[src/rtl/hazard_stall_unit_pkg.sv]
// Shared pipeline constants and types for the hazard/stall unit.
package hazard_stall_unit_pkg;

  localparam int         MDU_CNT_W = 6;
  localparam logic [4:0] REG_ZERO  = 5'd0;

  typedef enum logic {
    ST_RUN  = 1'b0,
    ST_BUSY = 1'b1
  } mdu_state_e;

  // True when a live (non-zero) destination feeds either ID source operand.
  function automatic logic reg_match(input logic [4:0] dst,
                                     input logic [4:0] rs,
                                     input logic [4:0] rt);
    return (dst != REG_ZERO) && ((dst == rs) || (dst == rt));
  endfunction

endpackage

[src/rtl/hazard_stall_unit_stall_counter.sv]
// Saturating 32-bit count of stalled cycles.
module stall_counter
  import hazard_stall_unit_pkg::*;
(
  input  logic        clk,
  input  logic        rst_n,
  input  logic        i_inc,
  output logic [31:0] o_count
);

  logic [31:0] r_count;

  always_ff @(posedge clk or negedge rst_n) begin
    if (!rst_n) begin
      r_count <= 32'd0;
    end else if (i_inc && !(&r_count)) begin
      r_count <= r_count + 32'd1;
    end
  end

  assign o_count = r_count;

endmodule

[src/rtl/hazard_stall_unit.sv]
// Load-use, branch-compare and MDU-busy hazard detection with stall/flush generation.
module hazard_stall_unit
  import hazard_stall_unit_pkg::*;
#(
  parameter int MDU_LAT = 32
) (
  input  logic        clk,
  input  logic        rst_n,
  input  logic [4:0]  rs_D,
  input  logic [4:0]  rt_D,
  input  logic        branch_D,
  input  logic        branch_taken_D,
  input  logic        hilo_use_D,
  input  logic [4:0]  write_reg_E,
  input  logic        reg_write_E,
  input  logic        mem_to_reg_E,
  input  logic [4:0]  write_reg_M,
  input  logic        mem_to_reg_M,
  input  logic        mdu_start_E,
  output logic        stall_F,
  output logic        stall_D,
  output logic        flush_E,
  output logic        flush_D,
  output logic        mdu_busy,
  output logic [31:0] stall_count
);

  localparam logic [MDU_CNT_W-1:0] LAT_M1 = MDU_CNT_W'(MDU_LAT - 1);

  mdu_state_e           r_state;
  logic [MDU_CNT_W-1:0] r_cnt;
  logic                 r_busy;

  logic w_lu_hz;
  logic w_br_hz;
  logic w_mdu_hz;
  logic w_stall;

  assign w_lu_hz  = mem_to_reg_E && reg_match(write_reg_E, rs_D, rt_D);
  assign w_br_hz  = branch_D &&
                    ((reg_write_E  && reg_match(write_reg_E, rs_D, rt_D)) ||
                     (mem_to_reg_M && reg_match(write_reg_M, rs_D, rt_D)));
  assign w_mdu_hz = hilo_use_D && r_busy;

  // Gated by rst_n so every output is low while reset is held, clock or not.
  assign w_stall  = rst_n && (w_lu_hz || w_br_hz || w_mdu_hz);

  assign stall_F  = w_stall;
  assign stall_D  = w_stall;
  assign flush_E  = w_stall;
  assign flush_D  = rst_n && branch_taken_D && !w_stall;
  assign mdu_busy = r_busy;

  always_ff @(posedge clk or negedge rst_n) begin
    if (!rst_n) begin
      r_state <= ST_RUN;
      r_cnt   <= '0;
      r_busy  <= 1'b0;
    end else begin
      case (r_state)
        ST_RUN: begin
          if (mdu_start_E) begin
            r_state <= ST_BUSY;
            r_cnt   <= LAT_M1;
            r_busy  <= 1'b1;
          end
        end
        ST_BUSY: begin
          // A new start while busy is dropped; the op in flight runs to completion.
          if (r_cnt == '0) begin
            r_state <= ST_RUN;
            r_busy  <= 1'b0;
          end else begin
            r_cnt <= r_cnt - 1'b1;
          end
        end
        default: begin
          r_state <= ST_RUN;
          r_busy  <= 1'b0;
        end
      endcase
    end
  end

  stall_counter u_stall_counter (
    .clk     (clk),
    .rst_n   (rst_n),
    .i_inc   (w_stall),
    .o_count (stall_count)
  );

endmodule

[config.mk]
export PLATFORM = sky130hd
export DESIGN_NAME = hazard_stall_unit
export DESIGN_NICKNAME = d
export VERILOG_FILES = /design/src/rtl/hazard_stall_unit_pkg.sv /design/src/rtl/hazard_stall_unit_stall_counter.sv /design/src/rtl/hazard_stall_unit.sv
export SDC_FILE = /design/constraint.sdc
export NUM_CORES = 1
export LEC_CHECK = 0
export CAP_MARGIN = 20
export CORE_AREA = 5 5 63 108
export CTS_CLUSTER_DIAMETER = 200
export CTS_CLUSTER_SIZE = 16
export DETAILED_ROUTE_END_ITERATION = 10
export DIE_AREA = 0 0 68 113
export PLACE_DENSITY = 0.68
export SLEW_MARGIN = 20
export SYNTH_ARGS = -nofsm -noshare
export SYNTH_HDL_FRONTEND = slang
export SYNTH_HIERARCHICAL = 1
export SYNTH_SLANG_ARGS = --single-unit
[constraint.sdc]
create_clock -name clk -period 2.2 [get_ports clk]
set_input_delay 0.44 -clock clk [delete_from_list [all_inputs] [get_ports clk]]
set_output_delay 0.44 -clock clk [all_outputs]
set_load 0.005 [all_outputs]
==> out/metrics.cfg, run 1 <==
[synthesis]
synth_ff_type=dfrtp_1
synth_warnings=6
ys_ff_latch=40
syn_area_per_cell_um2=9.99
synth_top_family_by_area=simple AND/OR/NAND/NOR gates
synthSimpleGateAreaFrac_pct=24.8
synth_fp_nets=259
synthesis.area_um2=2270
synth_mux_area_share_pct=0.497
yosys.area_share.adder_pct=1.66
async_flop_share_pct=100
seq_area_frac_synth_pct=44.2
synth-xor-area-share_pct=19.3
syn-instance-count=227
synth_compound_area_share_pct=8.22
synthDistinctLibCells=43
synth_edf_count=0

[route]
drcViolationCount=0
drt_iter0_drc=86
ant_nets=0
wl_per_cell_um=15.8
totalWireLength_um=6420
vias=2158
vias_per_cell=5.30
first_pass_iters=4

[timing]
slew_violations=0
tightest_slew_ns=0.619
setup_viol=26
period_needed_ns=2.38
hold_viol_final=0
hold_ws_ns=0.143
clock_skew_ns=0.00706
rsz0062_at_grt=yes
fmax_mhz=421
setup_slack_ns=-0.177
fin_crit_sh_pct=108
finalSetupTns_ns=-2.44
maxSlewHeadroom_pct=58.4

[die]
io-pin-count=66
die_area_um2=7680
rows=37
coreArea_um2=5790
start_util_pct=39.2
die_w_um=68
die_h_um=113

[clocking]
numCtsBuffers=5
root_buffer=clkbuf_8
ctsHoldBuffers=0
clock-sinks=40
clock_latency_ns=0.29
cts_tree=done
h-tree-depth=2
clockBufferDepth=2
clkTransAtPathRegs_ns=0.07

[critical_path]
reg2reg_depth=5
worstSetupPathType=in -> out
cp-end-kind=output pin
cp.arrival_ns=1.94
cp-start-kind=input port
crit_fanout=3
worstPathRequired_ns=1.76

[power]
power.density_nw_per_um2=472
ir_worst_vdd_mv=0.271
power_mw=1.68
p_leak_nw=1.55

[grt]
gr-total-overflow=0
antenna_found_initial=0
grt_max_degree=31
grt_pass1_vias=2198
grt_pass1_wl_um=10300
track_usage_pct=17.4

[place]
dpl_cell_area_um2=3200
place_congestion=0.820
place_ws_ns=-0.845
dp.cells=387
dp_hpwl_um=4770
io_buffers=65

[hold_path]
worstHoldPathType=in -> async

[cells_and_area]
final_cell_count_no_fill=407
area_growth_pct=57.0
n_antenna_cell=0
drive_above_1_share_pct=34.0
finish.instance_area_um2=3560
final_cell_mix=40 x dfrtp_1, 37 x clkdlybuf4s50_1, 26 x buf_4, 23 x xnor2_1, 20 x nand3_1
nets=360
finish.utilization_pct=61.5
final_common_cell=dfrtp_1

[job]
max_cap_violations=0

[run_status]
status=finished, violations left
violations=negative setup slack

==> cells by family after synthesis <==
family | after synthesis
AO/OA/AOI/OAI | 27
XOR/XNOR | 50
adder cells (fa/ha/maj) | 3
buffers and inverters | 6
flip-flops | 40
multiplexers | 1
AND/OR/NAND/NOR | 100
==> area by class of cell <==
class | count | area (µm²)
multi-input cells | 181 | 1460
clock buffers | 6 | 72.6
flip-flops and latches | 40 | 1000
inverters | 4 | 15.0
fillers | 503 | 2230
repair buffers | 96 | 878
clock inverters | 2 | 35.0
well taps | 78 | 97.6
==> sequential cells by signal (all words and copies together) (netlist names) <==
register and cells:
mdu_busy 1, r_cnt 6, r_state 1, u_stall_counter/o_count 32
==> per-layer routing <==
metal	up-vias	GRT usage (%)	routed length, µm
met3	18	4.07	420
met5	-	0	0
li1	1013	-	-
met4	0	6.11	221
met2	81	33.1	3610
met1	1046	17.4	2160
==> cell usage after synthesis, types with 2 or more instances <==
cell type	number	area (µm²)
xor2_1	12	105
nand3_1	22	110
nor2_1	16	60.1
nor3_1	5	25.0
a211oi_1	2	15.0
and3_1	5	31.3
o21ai_0	3	15.0
nand2_1	19	71.3
and4_1	2	17.5
inv_1	4	15.0
xnor2_1	38	333
o21ai_1	2	10.0
nand2b_1	3	18.8
nand4_1	11	68.8
ha_1	3	37.5
or4_4	2	22.5
dfrtp_1	40	1000
and2_2	2	15.0
buf_4	2	15.0
and3_2	2	15.0
a21oi_1	10	50.1
==> critical path, cell delays in order <==
cell and delay (ns):
buf_8 0.11, or4_4 0.54, o2111ai_4 0.25, a31oi_4 0.12
buf_4 0.15, buf_6 0.10, buf_6 0.11, buf_6 0.11
==> power by group <==
part / internal (mW) / switching [mW] / total, mW
sequential: 0.761 / 0.0400 / 0.801
clock: 0.337 / 0.254 / 0.591
combinational: 0.172 / 0.118 / 0.290
==> worst paths after layout <==
path                                                         start                                      end  slack [ns]
max in group asynchronous                                    rst_n                     mdu_busy$_DFFE_PN0P_        1.69
hold / removal                                               rst_n  u_stall_counter/o_count[14]$_DFFE_PN0P_        0.14
setup / recovery                                    write_reg_M[4]                                  flush_E       -0.18
min in group clk                              r_cnt[5]$_DFFE_PN0P_                     r_cnt[5]$_DFFE_PN0P_        0.48
setup reg to reg           u_stall_counter/o_count[16]$_DFFE_PN0P_  u_stall_counter/o_count[15]$_DFFE_PN0P_        0.07
hold reg to reg                               r_cnt[5]$_DFFE_PN0P_                     r_cnt[5]$_DFFE_PN0P_        0.48
==> what timing repair did <==
item	CTS	global route
pin swaps	40	18
endpoints found under the setup margin	33	29
resized for setup	140	24
setup buffers	8	5
(Power assumes the default switching activity.)
==> inputs of run 2 (changes only) <==
Settings changed: ABC_AREA set to 0.
==> results of run 2 <==
The final DEF is identical to that of run 1; final timing and power are the same.
==> inputs of run 3 (changes only) <==
Settings changed: GPL_TIMING_DRIVEN set to 0, PLACE_DENSITY 0.68 to not set, PLACE_DENSITY_LB_ADDON set to 0.15.
==> run 3 against run 2 <==
Compared with the run above:
- the flow still finishes with violations (negative setup slack)
- final cell count shrank 3.2%
- non-clock buffer count shrank 13
- power shrank 6.1%
- via count shrank 4.4%
- maximum frequency shrank 2.3%
- first-iteration DRC count shrank 27%
- worst setup slack lost 0.055 ns
- clock-buffer cell count is the same
- sequential power shrank 0.7%
- critical path depth grew 1
- flip-flop and latch count is the same
- critical path type unchanged
- largest power group unchanged
==> out/metrics.cfg, run 3 (synthesis gave the netlist of run 1 again) <==
[run_status]
status=finished, violations left  ; unchanged
violations=negative setup slack  ; unchanged

[timing]
fmax_mhz=411  ; was 421 MHz
slew_violations=0  ; unchanged
finalSetupTns_ns=-2.86  ; was -2.44 ns
fin_crit_sh_pct=111  ; was 108%
rsz0062_at_grt=yes  ; unchanged
hold_viol_final=0  ; unchanged
setup_slack_ns=-0.232  ; was -0.177 ns
period_needed_ns=2.43  ; was 2.38 ns
maxSlewHeadroom_pct=61.2  ; was 58.4%
setup_viol=25  ; was 26
clock_skew_ns=0.00365  ; was 0.00706 ns
tightest_slew_ns=0.578  ; was 0.619 ns

[power]
p_leak_nw=1.44  ; was 1.55 nW
ir_worst_vdd_mv=0.271  ; about the same
power.density_nw_per_um2=458  ; was 472 nW/µm²

[route]
drcViolationCount=0  ; unchanged
totalWireLength_um=6070  ; was 6420 µm
vias_per_cell=5.23  ; was 5.30
ant_nets=0  ; unchanged
vias=2062  ; was 2158
wl_per_cell_um=15.4  ; was 15.8 µm
drt_iter0_drc=63  ; was 86
first_pass_iters=4  ; unchanged

[critical_path]
worstPathRequired_ns=1.76  ; about the same
cp.arrival_ns=1.99  ; was 1.94 ns
worstSetupPathType=in -> out  ; unchanged
cp-end-kind=output pin  ; unchanged
cp-start-kind=input port  ; unchanged
crit_fanout=3  ; unchanged

[job]
max_cap_violations=0  ; unchanged

[grt]
gr-total-overflow=0  ; unchanged
grt_pass1_wl_um=9790  ; was 10300 µm
grt_pass1_vias=2134  ; was 2198
grt_max_degree=24  ; was 31
antenna_found_initial=0  ; unchanged
track_usage_pct=16.5  ; was 17.4%

[clocking]
clock_latency_ns=0.29  ; about the same
root_buffer=clkbuf_8  ; unchanged
h-tree-depth=2  ; unchanged
numCtsBuffers=5  ; unchanged
cts_tree=done  ; unchanged
clockBufferDepth=2  ; unchanged
clock-sinks=40  ; unchanged
clkTransAtPathRegs_ns=0.07  ; about the same

[cells_and_area]
final_cell_mix=40 x dfrtp_1, 37 x clkdlybuf4s50_1, 29 x xnor2_1, 19 x nand2_1, 19 x nand3_1  ; was 40 x dfrtp_1, 37 x clkdlybuf4s50_1, 26 x buf_4, 23 x xnor2_1, 20 x nand3_1
finish.instance_area_um2=3450  ; was 3560 µm²
final_cell_count_no_fill=394  ; was 407
largest_register_ffs=32  ; unchanged
n_antenna_cell=0  ; unchanged
final_common_cell=dfrtp_1  ; unchanged
nets=347  ; was 360
drive_above_1_share_pct=30.4  ; was 34.0%
area_growth_pct=52.2  ; was 57.0%
finish.utilization_pct=59.6  ; was 61.5%

[die]
io-pin-count=66  ; unchanged
die_area_um2=7680  ; unchanged
die_h_um=113  ; unchanged
rows=37  ; unchanged
die_w_um=68  ; unchanged
start_util_pct=39.2  ; unchanged
coreArea_um2=5790  ; unchanged

[place]
dpl_cell_area_um2=3100  ; was 3200 µm²
dp.cells=371  ; was 387
io_buffers=65  ; unchanged
place_congestion=0.786  ; was 0.820
dp_hpwl_um=4570  ; was 4770 µm

[hold_path]
worstHoldPathType=in -> async  ; unchanged

run 3: cell count changes in the layout (fill, tap and decap cells not counted), sizes merged:
cell,delta
buf,-14
bufinv,-1
clkdlybuf4s15,+1
clkinv,+1
run 3: cell type report:
| type | count | area (µm²) |
|---|---|---|
| plain buffers | 2 | 18.8 |
| clock buffers | 6 | 82.6 |
| clock inverters | 2 | 10.0 |
| fillers | 511 | 2340 |
| inverters | 4 | 15.0 |
| multi-input cells | 181 | 1450 |
| flip-flops and latches | 40 | 1000 |
| well taps | 78 | 97.6 |
| repair buffers | 81 | 776 |
run 3: per-layer routing:
layer / global-route usage (%) / share of wire, % / vias up
met2: 30.4 / 55 / 81
li1: - / - / 984
met5: 0 / 0 / -
met1: 16.6 / 35 / 979
met4: 8.76 / 4.1 / 0
met3: 3.08 / 5.8 / 18
run 3: power breakdown:
part	switching, mW	internal (mW)	total (mW)
Combinational	0.117	0.167	0.284
Clock	0.250	0.250	0.500
Sequential	0.0336	0.761	0.795
run 3: worst max-delay path, cell delays in order:
cell,delay (ns)
buf_8,0.10
or4_4,0.54
o2111ai_4,0.22
a31oi_4,0.12
buf_4,0.15
buf_6,0.11
buf_6,0.10
buf_6,0.10
buf_6,0.10
run 3: per-stage QoR:
stage / total power, mW / setup slack (ns) / hold slack (ns)
6_report: 1.58 / -0.232 / 0.0271
3_3_place_gp: 1.06 / -1.97 / 0.464
3_5_place_dp: 1.07 / -1.10 / 0.431
2_1_floorplan: 0.894 / -0.119 / 0.144
4_1_cts: 1.58 / -0.253 / 0.0349
5_1_grt: 1.65 / -0.332 / 0.0429
run 3: path summary, 6_finish.rpt:
kind                            slack (ns)  cells past startpoint                               startpoint                                 endpoint
worst max-delay path                 -0.23                      9                           write_reg_M[2]                                  stall_D
worst min-delay path                  0.03                      1                                    rst_n  u_stall_counter/o_count[11]$_DFFE_PN0P_
worst max register to register        0.08                      5  u_stall_counter/o_count[16]$_DFFE_PN0P_   u_stall_counter/o_count[1]$_DFFE_PN0P_
worst min register to register        0.48                      1                     r_cnt[5]$_DFFE_PN0P_                     r_cnt[5]$_DFFE_PN0P_
max in group asynchronous             1.78                      2                                    rst_n   u_stall_counter/o_count[3]$_DFFE_PN0P_
min in group clk                      0.48                      1                     r_cnt[5]$_DFFE_PN0P_                     r_cnt[5]$_DFFE_PN0P_
run 3: repair_timing:
item	4_1_cts	5_1_grt
pin swaps	47	30
gates resized for setup	132	23
setup endpoints to repair	34	30
setup buffers	9	6
hold buffers	0	0
